`src/rtl/arm_ctrl_pkg.sv`:
```
// Shared encodings for the multicycle ARM control unit:
// FSM states, datapath mux selects, ALU commands and condition codes.
package arm_ctrl_pkg;

   typedef enum logic [3:0] {
      FETCH  = 4'd0,
      DECODE = 4'd1,
      MEMADR = 4'd2,
      MEMRD  = 4'd3,
      MEMWB  = 4'd4,
      MEMWR  = 4'd5,
      EXECR  = 4'd6,
      EXECI  = 4'd7,
      ALUWB  = 4'd8,
      BRANCH = 4'd9
   } state_t;

   localparam logic [1:0] ALU_ADD = 2'b00;
   localparam logic [1:0] ALU_SUB = 2'b01;
   localparam logic [1:0] ALU_AND = 2'b10;
   localparam logic [1:0] ALU_ORR = 2'b11;

   localparam logic [1:0] SRCB_RD2  = 2'b00;
   localparam logic [1:0] SRCB_IMM  = 2'b01;
   localparam logic [1:0] SRCB_FOUR = 2'b10;

   localparam logic [1:0] RES_ALUOUT = 2'b00;
   localparam logic [1:0] RES_RDATA  = 2'b01;
   localparam logic [1:0] RES_ALURES = 2'b10;

   localparam logic [3:0] COND_EQ = 4'b0000;
   localparam logic [3:0] COND_NE = 4'b0001;
   localparam logic [3:0] COND_CS = 4'b0010;
   localparam logic [3:0] COND_CC = 4'b0011;
   localparam logic [3:0] COND_MI = 4'b0100;
   localparam logic [3:0] COND_PL = 4'b0101;
   localparam logic [3:0] COND_VS = 4'b0110;
   localparam logic [3:0] COND_VC = 4'b0111;
   localparam logic [3:0] COND_HI = 4'b1000;
   localparam logic [3:0] COND_LS = 4'b1001;
   localparam logic [3:0] COND_GE = 4'b1010;
   localparam logic [3:0] COND_LT = 4'b1011;
   localparam logic [3:0] COND_GT = 4'b1100;
   localparam logic [3:0] COND_LE = 4'b1101;
   localparam logic [3:0] COND_AL = 4'b1110;
   localparam logic [3:0] COND_NV = 4'b1111;

   typedef struct packed {
      logic       irwrite;
      logic       nextpc;
      logic       regw;
      logic       memw;
      logic       branch;
      logic       aluop;
      logic       adrsrc;
      logic       alusrca;
      logic [1:0] alusrcb;
      logic [1:0] resultsrc;
   } ctrl_t;

   function automatic ctrl_t ctrl_of(state_t s);
      ctrl_t c;
      c = '0;
      case (s)
         FETCH: begin
            c.irwrite   = 1'b1;
            c.nextpc    = 1'b1;
            c.alusrca   = 1'b1;
            c.alusrcb   = SRCB_FOUR;
            c.resultsrc = RES_ALURES;
         end
         DECODE: begin
            c.alusrca   = 1'b1;
            c.alusrcb   = SRCB_FOUR;
            c.resultsrc = RES_ALURES;
         end
         MEMADR: c.alusrcb = SRCB_IMM;
         MEMRD:  c.adrsrc  = 1'b1;
         MEMWB: begin
            c.resultsrc = RES_RDATA;
            c.regw      = 1'b1;
         end
         MEMWR: begin
            c.adrsrc = 1'b1;
            c.memw   = 1'b1;
         end
         EXECR: c.aluop = 1'b1;
         EXECI: begin
            c.alusrcb = SRCB_IMM;
            c.aluop   = 1'b1;
         end
         ALUWB: begin
            c.resultsrc = RES_ALUOUT;
            c.regw      = 1'b1;
         end
         BRANCH: begin
            c.alusrcb   = SRCB_IMM;
            c.resultsrc = RES_ALURES;
            c.branch    = 1'b1;
         end
         default: c = '0;
      endcase
      return c;
   endfunction

   function automatic logic condcheck(logic [3:0] cond,
                                      logic [3:0] f);
      logic n, z, c, v;
      logic r;
      {n, z, c, v} = f;
      case (cond)
         COND_EQ: r = z;
         COND_NE: r = ~z;
         COND_CS: r = c;
         COND_CC: r = ~c;
         COND_MI: r = n;
         COND_PL: r = ~n;
         COND_VS: r = v;
         COND_VC: r = ~v;
         COND_HI: r = c & ~z;
         COND_LS: r = ~c | z;
         COND_GE: r = (n == v);
         COND_LT: r = (n != v);
         COND_GT: r = ~z & (n == v);
         COND_LE: r = z | (n != v);
         COND_AL: r = 1'b1;
         default: r = 1'b0;
      endcase
      return r;
   endfunction

endpackage

```
`src/rtl/arm_cond_logic.sv`:
```
// Conditional execution: flags register, condex latch and gating of
// the architectural write enables.
module arm_cond_logic
   import arm_ctrl_pkg::*;
(
   input  logic       clk,
   input  logic       reset,
   input  logic [3:0] cond,
   input  logic [3:0] aluflags,
   input  logic [1:0] flagw,
   input  logic       latch,
   input  logic       pcs,
   input  logic       nextpc,
   input  logic       regw,
   input  logic       memw,
   output logic       pcwrite,
   output logic       regwrite,
   output logic       memwrite
);

   logic [3:0] flags_q;
   logic       condex_q;

   arm_ctrl_flopenr #(.W(2)) u_nz (
      .clk   (clk),
      .reset (reset),
      .en    (flagw[1] & condex_q),
      .d     (aluflags[3:2]),
      .q     (flags_q[3:2])
   );

   arm_ctrl_flopenr #(.W(2)) u_cv (
      .clk   (clk),
      .reset (reset),
      .en    (flagw[0] & condex_q),
      .d     (aluflags[1:0]),
      .q     (flags_q[1:0])
   );

   // Decision is frozen in DECODE and held for the rest of the instruction
   always_ff @(posedge clk or posedge reset) begin
      if (reset)      condex_q <= 1'b0;
      else if (latch) condex_q <= condcheck(cond, flags_q);
   end

   assign pcwrite  = nextpc | (pcs & condex_q);
   assign regwrite = regw & condex_q;
   assign memwrite = memw & condex_q;

endmodule

```
`src/rtl/arm_ctrl_flopenr.sv`:
```
// Enable flop with asynchronous active-high reset to zero.
module arm_ctrl_flopenr #(
   parameter int W = 8
) (
   input  logic         clk,
   input  logic         reset,
   input  logic         en,
   input  logic [W-1:0] d,
   output logic [W-1:0] q
);

   always_ff @(posedge clk or posedge reset) begin
      if (reset)   q <= '0;
      else if (en) q <= d;
   end

endmodule

```
`src/rtl/arm_multicycle_ctrl.sv`:
```
// Multicycle ARM control unit: main FSM with registered Moore controls,
// ALU decoder and conditional-execution gating.
module arm_multicycle_ctrl
   import arm_ctrl_pkg::*;
(
   input  logic       clk,
   input  logic       reset,
   input  logic [3:0] cond,
   input  logic [1:0] op,
   input  logic [5:0] funct,
   input  logic [3:0] rd,
   input  logic [3:0] aluflags,
   output logic       pcwrite,
   output logic       irwrite,
   output logic       regwrite,
   output logic       memwrite,
   output logic       adrsrc,
   output logic       alusrca,
   output logic [1:0] alusrcb,
   output logic [1:0] resultsrc,
   output logic [1:0] immsrc,
   output logic [1:0] regsrc,
   output logic [1:0] alucontrol,
   output logic [3:0] state_o
);

   state_t     state, nxt;
   ctrl_t      c;
   logic [1:0] flagw;
   logic       pcs;

   always_comb begin
      nxt = FETCH;
      case (state)
         FETCH:  nxt = DECODE;
         DECODE: begin
            case (op)
               2'b01:   nxt = MEMADR;
               2'b00:   nxt = funct[5] ? EXECI : EXECR;
               2'b10:   nxt = BRANCH;
               default: nxt = FETCH;
            endcase
         end
         MEMADR: nxt = funct[0] ? MEMRD : MEMWR;
         MEMRD:  nxt = MEMWB;
         EXECR:  nxt = ALUWB;
         EXECI:  nxt = ALUWB;
         default: nxt = FETCH;
      endcase
   end

   // Controls are registered alongside the state so they track it exactly
   always_ff @(posedge clk or posedge reset) begin
      if (reset) begin
         state <= FETCH;
         c     <= ctrl_of(FETCH);
      end else begin
         state <= nxt;
         c     <= ctrl_of(nxt);
      end
   end

   always_comb begin
      alucontrol = ALU_ADD;
      flagw      = 2'b00;
      if (c.aluop) begin
         case (funct[4:1])
            4'b0100: begin
               alucontrol = ALU_ADD;
               flagw      = {funct[0], funct[0]};
            end
            4'b0010: begin
               alucontrol = ALU_SUB;
               flagw      = {funct[0], funct[0]};
            end
            4'b0000: begin
               alucontrol = ALU_AND;
               flagw      = {funct[0], 1'b0};
            end
            4'b1100: begin
               alucontrol = ALU_ORR;
               flagw      = {funct[0], 1'b0};
            end
            default: begin
               alucontrol = ALU_ADD;
               flagw      = 2'b00;
            end
         endcase
      end
   end

   assign pcs = ((rd == 4'd15) & c.regw) | c.branch;

   arm_cond_logic u_cond (
      .clk      (clk),
      .reset    (reset),
      .cond     (cond),
      .aluflags (aluflags),
      .flagw    (flagw),
      .latch    (state == DECODE),
      .pcs      (pcs),
      .nextpc   (c.nextpc),
      .regw     (c.regw),
      .memw     (c.memw),
      .pcwrite  (pcwrite),
      .regwrite (regwrite),
      .memwrite (memwrite)
   );

   assign irwrite   = c.irwrite;
   assign adrsrc    = c.adrsrc;
   assign alusrca   = c.alusrca;
   assign alusrcb   = c.alusrcb;
   assign resultsrc = c.resultsrc;
   assign immsrc    = op;
   assign regsrc    = {op == 2'b01, op == 2'b10};
   assign state_o   = state;

endmodule

```
`config.mk`:
```
export PLATFORM = sky130hd
export DESIGN_NAME = arm_multicycle_ctrl
export DESIGN_NICKNAME = d
export VERILOG_FILES = /design/src/rtl/arm_ctrl_pkg.sv /design/src/rtl/arm_cond_logic.sv /design/src/rtl/arm_ctrl_flopenr.sv /design/src/rtl/arm_multicycle_ctrl.sv
export SDC_FILE = /design/constraint.sdc
export NUM_CORES = 1
export LEC_CHECK = 0
export ABC_AREA = 1
export CAP_MARGIN = 15
export CORE_MARGIN = 3
export CORE_UTILIZATION = 45
export CTS_CLUSTER_SIZE = 12
export DETAILED_ROUTE_END_ITERATION = 10
export DONT_BUFFER_PORTS = 1
export PLACE_DENSITY_LB_ADDON = 0.25
export SYNTH_ARGS = -nofsm -noshare
export SYNTH_HDL_FRONTEND = slang
export SYNTH_SLANG_ARGS = --single-unit
```
`constraint.sdc`:
```
create_clock -name clk -period 1.4 [get_ports clk]
set_input_delay 0.14 -clock clk [delete_from_list [all_inputs] [get_ports clk]]
set_output_delay 0.14 -clock clk [all_outputs]
set_load 0.02 [all_outputs]
```
Word-level counts from Yosys, hierarchy flattened:

Index checks and enable logic that the tools add are counted.
Widths: inputs -> output; s select.

* bits in registers: 21
* input bits: 22
* output and inout bits: 20
* logic and storage cells: 98

* equality and inequality tests: 36
* muxes and demuxes: 18
* bitwise logic cells: 16
* reduce and logical (&&, ||, !) cells: 14

Operator list (count)
* $eq 4x3->1 const B: 11
* $eq 4x4->1 const B: 11
* $eq 4x2->1 const B: 7
* $pmux 4 s5: 1
* $logic_not 4->1: 4
* $pmux 1 s15: 1
* $reduce_or 2->1: 7
* $eq 4x1->1 const B: 3
* $pmux 2 s2: 3
* $pmux 4 s3: 1
* $and 1x1->1: 8
* $mux 1: 7
* $mux 2: 3
* $pmux 2 s3: 1
* $reduce_or 3->1: 2
* $not 1->1: 4
* $or 1x1->1: 4
* $mux 3: 1
* $eq 2x1->1 const B: 1
* $eq 2x2->1 const B: 1
* $logic_not 2->1: 1
* $eq 1x1->1: 1
* $ne 1x1->1: 1

Logic depth before layout (Yosys ltp):

* word-level depth: 6
* mapped depth: 11
* gate-level depth less buffers: 11

Hierarchy:

From an unflattened synthesis, not the netlist that was laid out.

* cell total of the unflattened synthesis: 180
* area total of the unflattened synthesis: 1199.9 um2

Modules (own cells, without submodules)
* arm_multicycle_ctrl: times used 1, cells each 92, area an instance 724.4 um2, seq. area each 354.1 um2
* arm_cond_logic: times used 1, cells each 68, area an instance 315.3 um2, seq. area each 25.0 um2
* arm_ctrl_flopenr: times used 2, cells each 10, area an instance 80.1 um2, seq. area each 50.0 um2

Worst setup path before layout:

OpenSTA, ideal clock, no wires.

* path kind: register to register
* from: reg state[2], in the netlist state_o[2]
* to: reg c, in the netlist alusrcb[0]
* library setup time: 117 ps
* data arrival time: 1150 ps
* data required time: 1283 ps
* setup slack: 133 ps
* stages on the path, launching flop included: 9
* path buffers: 0
* period minus slack after synthesis: 1267 ps
* cell sequence: dfrtp_1 nor2_2 nand3_2 inv_2 nand2_1 o31ai_1 nor2_1 nand2_1 nand2_1

* cells in the longest elaborated chain, start to end: 6
* elaborated cells between the ends (all ways): 16
* those cells by class: 9 x eq/ne; 2 x mux; 5 x reduce/logical

RTL lines
* start, declared: line arm_multicycle_ctrl.sv:27 `state_t state, nxt;`
* start signal, assigned: line arm_multicycle_ctrl.sv:58 `state <= nxt;`
* $eq 4x3->1: line arm_multicycle_ctrl.sv:34 `case (state)`
* $reduce_or 2->1 (no source line)
* $pmux 4 s5 *: line arm_multicycle_ctrl.sv:34
* net nxt[0]: line arm_multicycle_ctrl.sv:27
* $eq 4x4->1, or another cell as far along: line arm_ctrl_pkg.sv:64 `case (s)`
* $reduce_or 3->1 (no source line) / $reduce_or 2->1 (equally long branches)
* $pmux 2 s2 *: line arm_ctrl_pkg.sv:64
* end signal, assigned: line arm_multicycle_ctrl.sv:56 `c <= ctrl_of(FETCH);`
* end signal, assigned: line arm_multicycle_ctrl.sv:59 `c <= ctrl_of(nxt);`
* end, declared: line arm_multicycle_ctrl.sv:28 `ctrl_t c;`

The timed path passes the listed nets; every way through them passes the cells marked *.
A chain may end at the register's enable or synchronous reset.

==> impl_metrics.env <==
export IMPL_core_area_um2=2255
export IMPL_timing_rr_end="alusrcb[0]"
export IMPL_arrival_ps=1210
export IMPL_insertedDiodeCount=0
export IMPL_static_leakage_power_nw=0.7302
export IMPL_final_hold_violating_endpoints=0
export IMPL_post_synthesis_cell_area_um2=1097
export IMPL_seq_power_share_pct=45.2
export IMPL_grt_antenna_before_repair=0
export IMPL_rows=17
export IMPL_max_cap_viol_count=0
export IMPL_crit_path_start_kind="flop"
export IMPL_pwr_density_cell_nw_per_um2=1902
export IMPL_post_synth_top_area_cell="sky130_fd_sc_hd__dfrtp_1"
export IMPL_nets=188
export IMPL_drt_iter0_drc=32
export IMPL_p_int_w=0.001426
export IMPL_vdd_drop_max_uv=1268
export IMPL_die_height_um=55.38
export IMPL_max_clock_path_buffers=2
export IMPL_ys_seq_area_share_pct=46.07
export IMPL_post_synth_num_cell_types=16
export IMPL_hold_path_class="in -> reg"
export IMPL_synthesis_instances=154
export IMPL_first_pass_iters=4
export IMPL_rr_worst_depth=8
export IMPL_r2r_setup_slack_ps=130
export IMPL_detail_route_vias_per_cell=4.813
export IMPL_clock_net_sink_count=20
export IMPL_layout_worst_path_cycle_share_pct=96.19
export IMPL_category_of_the_critical_setup_timing_path="reg -> out"
export IMPL_setup_tns_final_ps=0
export IMPL_utilization_pct=55.77
export IMPL_worst_hold_path_endpoint="resultsrc[1]"
export IMPL_final_critical_path_setup_slack_ps=53.35
export IMPL_syn2layout_area_growth_pct=14.60
export IMPL_htree_levels=1
export IMPL_synth_simple_gate_area_share_pct=31.93
export IMPL_path_clk_slew_ps=120
export IMPL_layout_min_cycle_time_ps=1347
export IMPL_fmaxAchievable_mhz=742.6
export IMPL_clock_network_latency_to_the_later_pin_of_the_worst_skew_pair_ps=290
export IMPL_detailroute_via_count=929
export IMPL_cts_tree="yes"
export IMPL_initial_core_util_pct=48.67
export IMPL_dp_hpwl_um=1874
export IMPL_yosys_warnings=0
export IMPL_r2r_start="state_o[2]"
export IMPL_drcViolationCount=0
export IMPL_switching_power_share_of_the_total_pct=40.36
export IMPL_timing_critical_path_required_ps=1260
export IMPL_drtAntennaViolNets=0
export IMPL_clockPowerShare_pct=19.2
export IMPL_outcome="finished, final reports clean"
export IMPL_relSlewSlack_pct=70.07
export IMPL_critical_hold_path_startpoint="op[0]"
export IMPL_first_global_vias=965
export IMPL_filler_cells=223
export IMPL_mux_cell_area_share_after_synthesis_pct=0
export IMPL_post_synth_xor_area_fraction_pct=0
export IMPL_dieArea_um2=3067
export IMPL_post_place_ws_ps=145.0
export IMPL_clk_root_buffer_cell="sky130_fd_sc_hd__clkbuf_4"
export IMPL_slew_viol_final=0
export IMPL_share_comb_of_total_power_pct=35.6
export IMPL_die_x_um=55.38
export IMPL_timing_final_setup_violations=0
export IMPL_boundaryPins=42
export IMPL_grt_setup_unrepaired="false"
export IMPL_first_pass_grt_wire_length_um=4126
export IMPL_dominant_combinational_cell_family_by_area_after_synthesis="simple AND/OR/NAND/NOR gates"
export IMPL_globalplace_congestion=0.8916
export IMPL_synth_ff_latch_count=20
export IMPL_crit_fanout=2
export IMPL_tightest_slew_ps=450.3
export IMPL_hold_path_depth=3
export IMPL_yosys_top_cell_area_share_pct=36.49
export IMPL_synth_nets=176
export IMPL_synth_fa_ha_area_share_pct=0
export IMPL_cts_buffers_inserted=3
export IMPL_postSynthAreaPerCell_um2=7.125
export IMPL_total_of_buffers_placed_on_input_and_output_ports=0
export IMPL_largest_net_degree_at_the_start_of_global_routing=21
export IMPL_synth_compound_area_share_pct=6.271
export IMPL_drive_above_1_share_pct=15.15
export IMPL_layout_skew_ps=8.919
export IMPL_routed_len_inst_um=11.93
export IMPL_crit_path_end_kind="output pin"
export IMPL_globalRoute_totalOverflow=0
export IMPL_finalWirelength_um=2302
export IMPL_synthTopCellsByArea="sky130_fd_sc_hd__dfrtp_1, sky130_fd_sc_hd__nand2_1, sky130_fd_sc_hd__inv_1"
export IMPL_switchingPower_w=0.0009652
export IMPL_gr_usage_all_layers_pct=16.25
synth_stat cells:
cell / n
sky130_fd_sc_hd__nand2_1: 40
sky130_fd_sc_hd__inv_1: 32
sky130_fd_sc_hd__nor2_1: 18
sky130_fd_sc_hd__dfrtp_1: 16
sky130_fd_sc_hd__nand3_1: 15
sky130_fd_sc_hd__a21oi_1: 6
sky130_fd_sc_hd__buf_4: 6
sky130_fd_sc_hd__o21ai_0: 5
sky130_fd_sc_hd__dfstp_2: 4
sky130_fd_sc_hd__inv_2: 2
sky130_fd_sc_hd__nand2_2: 2
sky130_fd_sc_hd__nand3_2: 2
sky130_fd_sc_hd__nand4_1: 2
sky130_fd_sc_hd__nor2_2: 2
sky130_fd_sc_hd__o22ai_1: 1
sky130_fd_sc_hd__o31ai_1: 1
worst max-delay path, cell delays in order (launching register included):
cell and delay (ps):
sky130_fd_sc_hd__dfstp_2 620, sky130_fd_sc_hd__a21oi_2 40, sky130_fd_sc_hd__o21ai_1 80, sky130_fd_sc_hd__buf_4 160
what timing repair did:
action,4_1_cts,5_1_grt
endpoints found under the setup margin,0,1
resized for setup,0,3
hold buffers,6,0
hold endpoints to repair,25,0
buffers inserted,0,0
per-stage QoR:
step	area, um^2	power, W	hold slack [ps]	std cells
2_1_floorplan	1097	0.001728	100.9	154
3_3_place_gp	1140	0.001894	67.00	183
3_5_place_dp	1140	0.001926	67.26	183
4_1_cts	1252	0.002397	21.00	193
5_1_grt	1257	0.002580	6.491	193
6_report	1257	0.002391	22.98	193
layer usage:
metal / global-route usage, % / share of wire, %
met3: 3.972 / 4.9
met2: 29.56 / 55
met1: 18.87 / 40
met4: 4.167 / 0
met5: 0 / 0
how the worst max path moves through the flow:
stage | depth (start not counted) | slack, ps | startpoint | endpoint
finish | 3 | 50 | irwrite | pcwrite
global placement | 8 | 190 | state_o[2] | alusrcb[0]
CTS | 3 | 20 | irwrite | pcwrite
global route | 3 | 2 | irwrite | pcwrite
detailed placement | 8 | 150 | state_o[2] | alusrcb[0]
floorplan | 8 | 130 | state_o[2] | alusrcb[0]
cells by family after synthesis:
| logic type | after synthesis |
|---|---|
| AND/OR/NAND/NOR | 81 |
| flip-flops | 20 |
| AO/OA/AOI/OAI | 13 |
| buffers and inverters | 40 |
power by group through the flow:
stage,Sequential (W),Clock (W),Combinational (W)
global route,0.00111,0.000498,0.000976
finish,0.00108,0.000459,0.000852
detailed placement,0.00109,0,0.000839
CTS,0.00108,0.000464,0.000855
floorplan,0.00105,0,0.000677
global placement,0.00108,0,0.000811
flip-flops by register name, summed over array words and instances (netlist names):
| register | count |
|---|---|
| alusrcb | 2 |
| u_cond.u_cv.q | 2 |
| state_o | 4 |
| irwrite | 1 |
| u_cond.condex_q | 1 |
| u_cond.u_nz.q | 2 |
| c | 4 |
| resultsrc | 2 |
| alusrca | 1 |
| adrsrc | 1 |
area by class of cell:
| class | count | area (um^2) | share of cell area (%) |
|---|---|---|---|
| Clock buffer | 3 | 22.52 | 1.791 |
| Clock inverter | 1 | 30.03 | 2.388 |
| Inverter | 34 | 127.6 | 10.15 |
| Multi-Input combinational cell | 94 | 422.9 | 33.63 |
| Sequential cell | 20 | 506.7 | 40.30 |
| Tap cell | 28 | 35.03 | 2.786 |
| Timing Repair Buffer | 13 | 112.6 | 8.955 |
cell usage in the layout, fill, tap and decap left out, types with 4 or more instances in the layout:
cell type,Yosys,layout
sky130_fd_sc_hd__dfstp_2,4,4
sky130_fd_sc_hd__nand2_1,40,40
sky130_fd_sc_hd__nand3_1,15,15
sky130_fd_sc_hd__nor2_1,18,18
sky130_fd_sc_hd__dlygate4sd3_1,0,6
sky130_fd_sc_hd__buf_4,6,7
sky130_fd_sc_hd__a21oi_1,6,5
sky130_fd_sc_hd__dfrtp_1,16,15
sky130_fd_sc_hd__inv_1,32,32
sky130_fd_sc_hd__o21ai_0,5,4
Note: power is estimated with default switching activity, not from simulation.
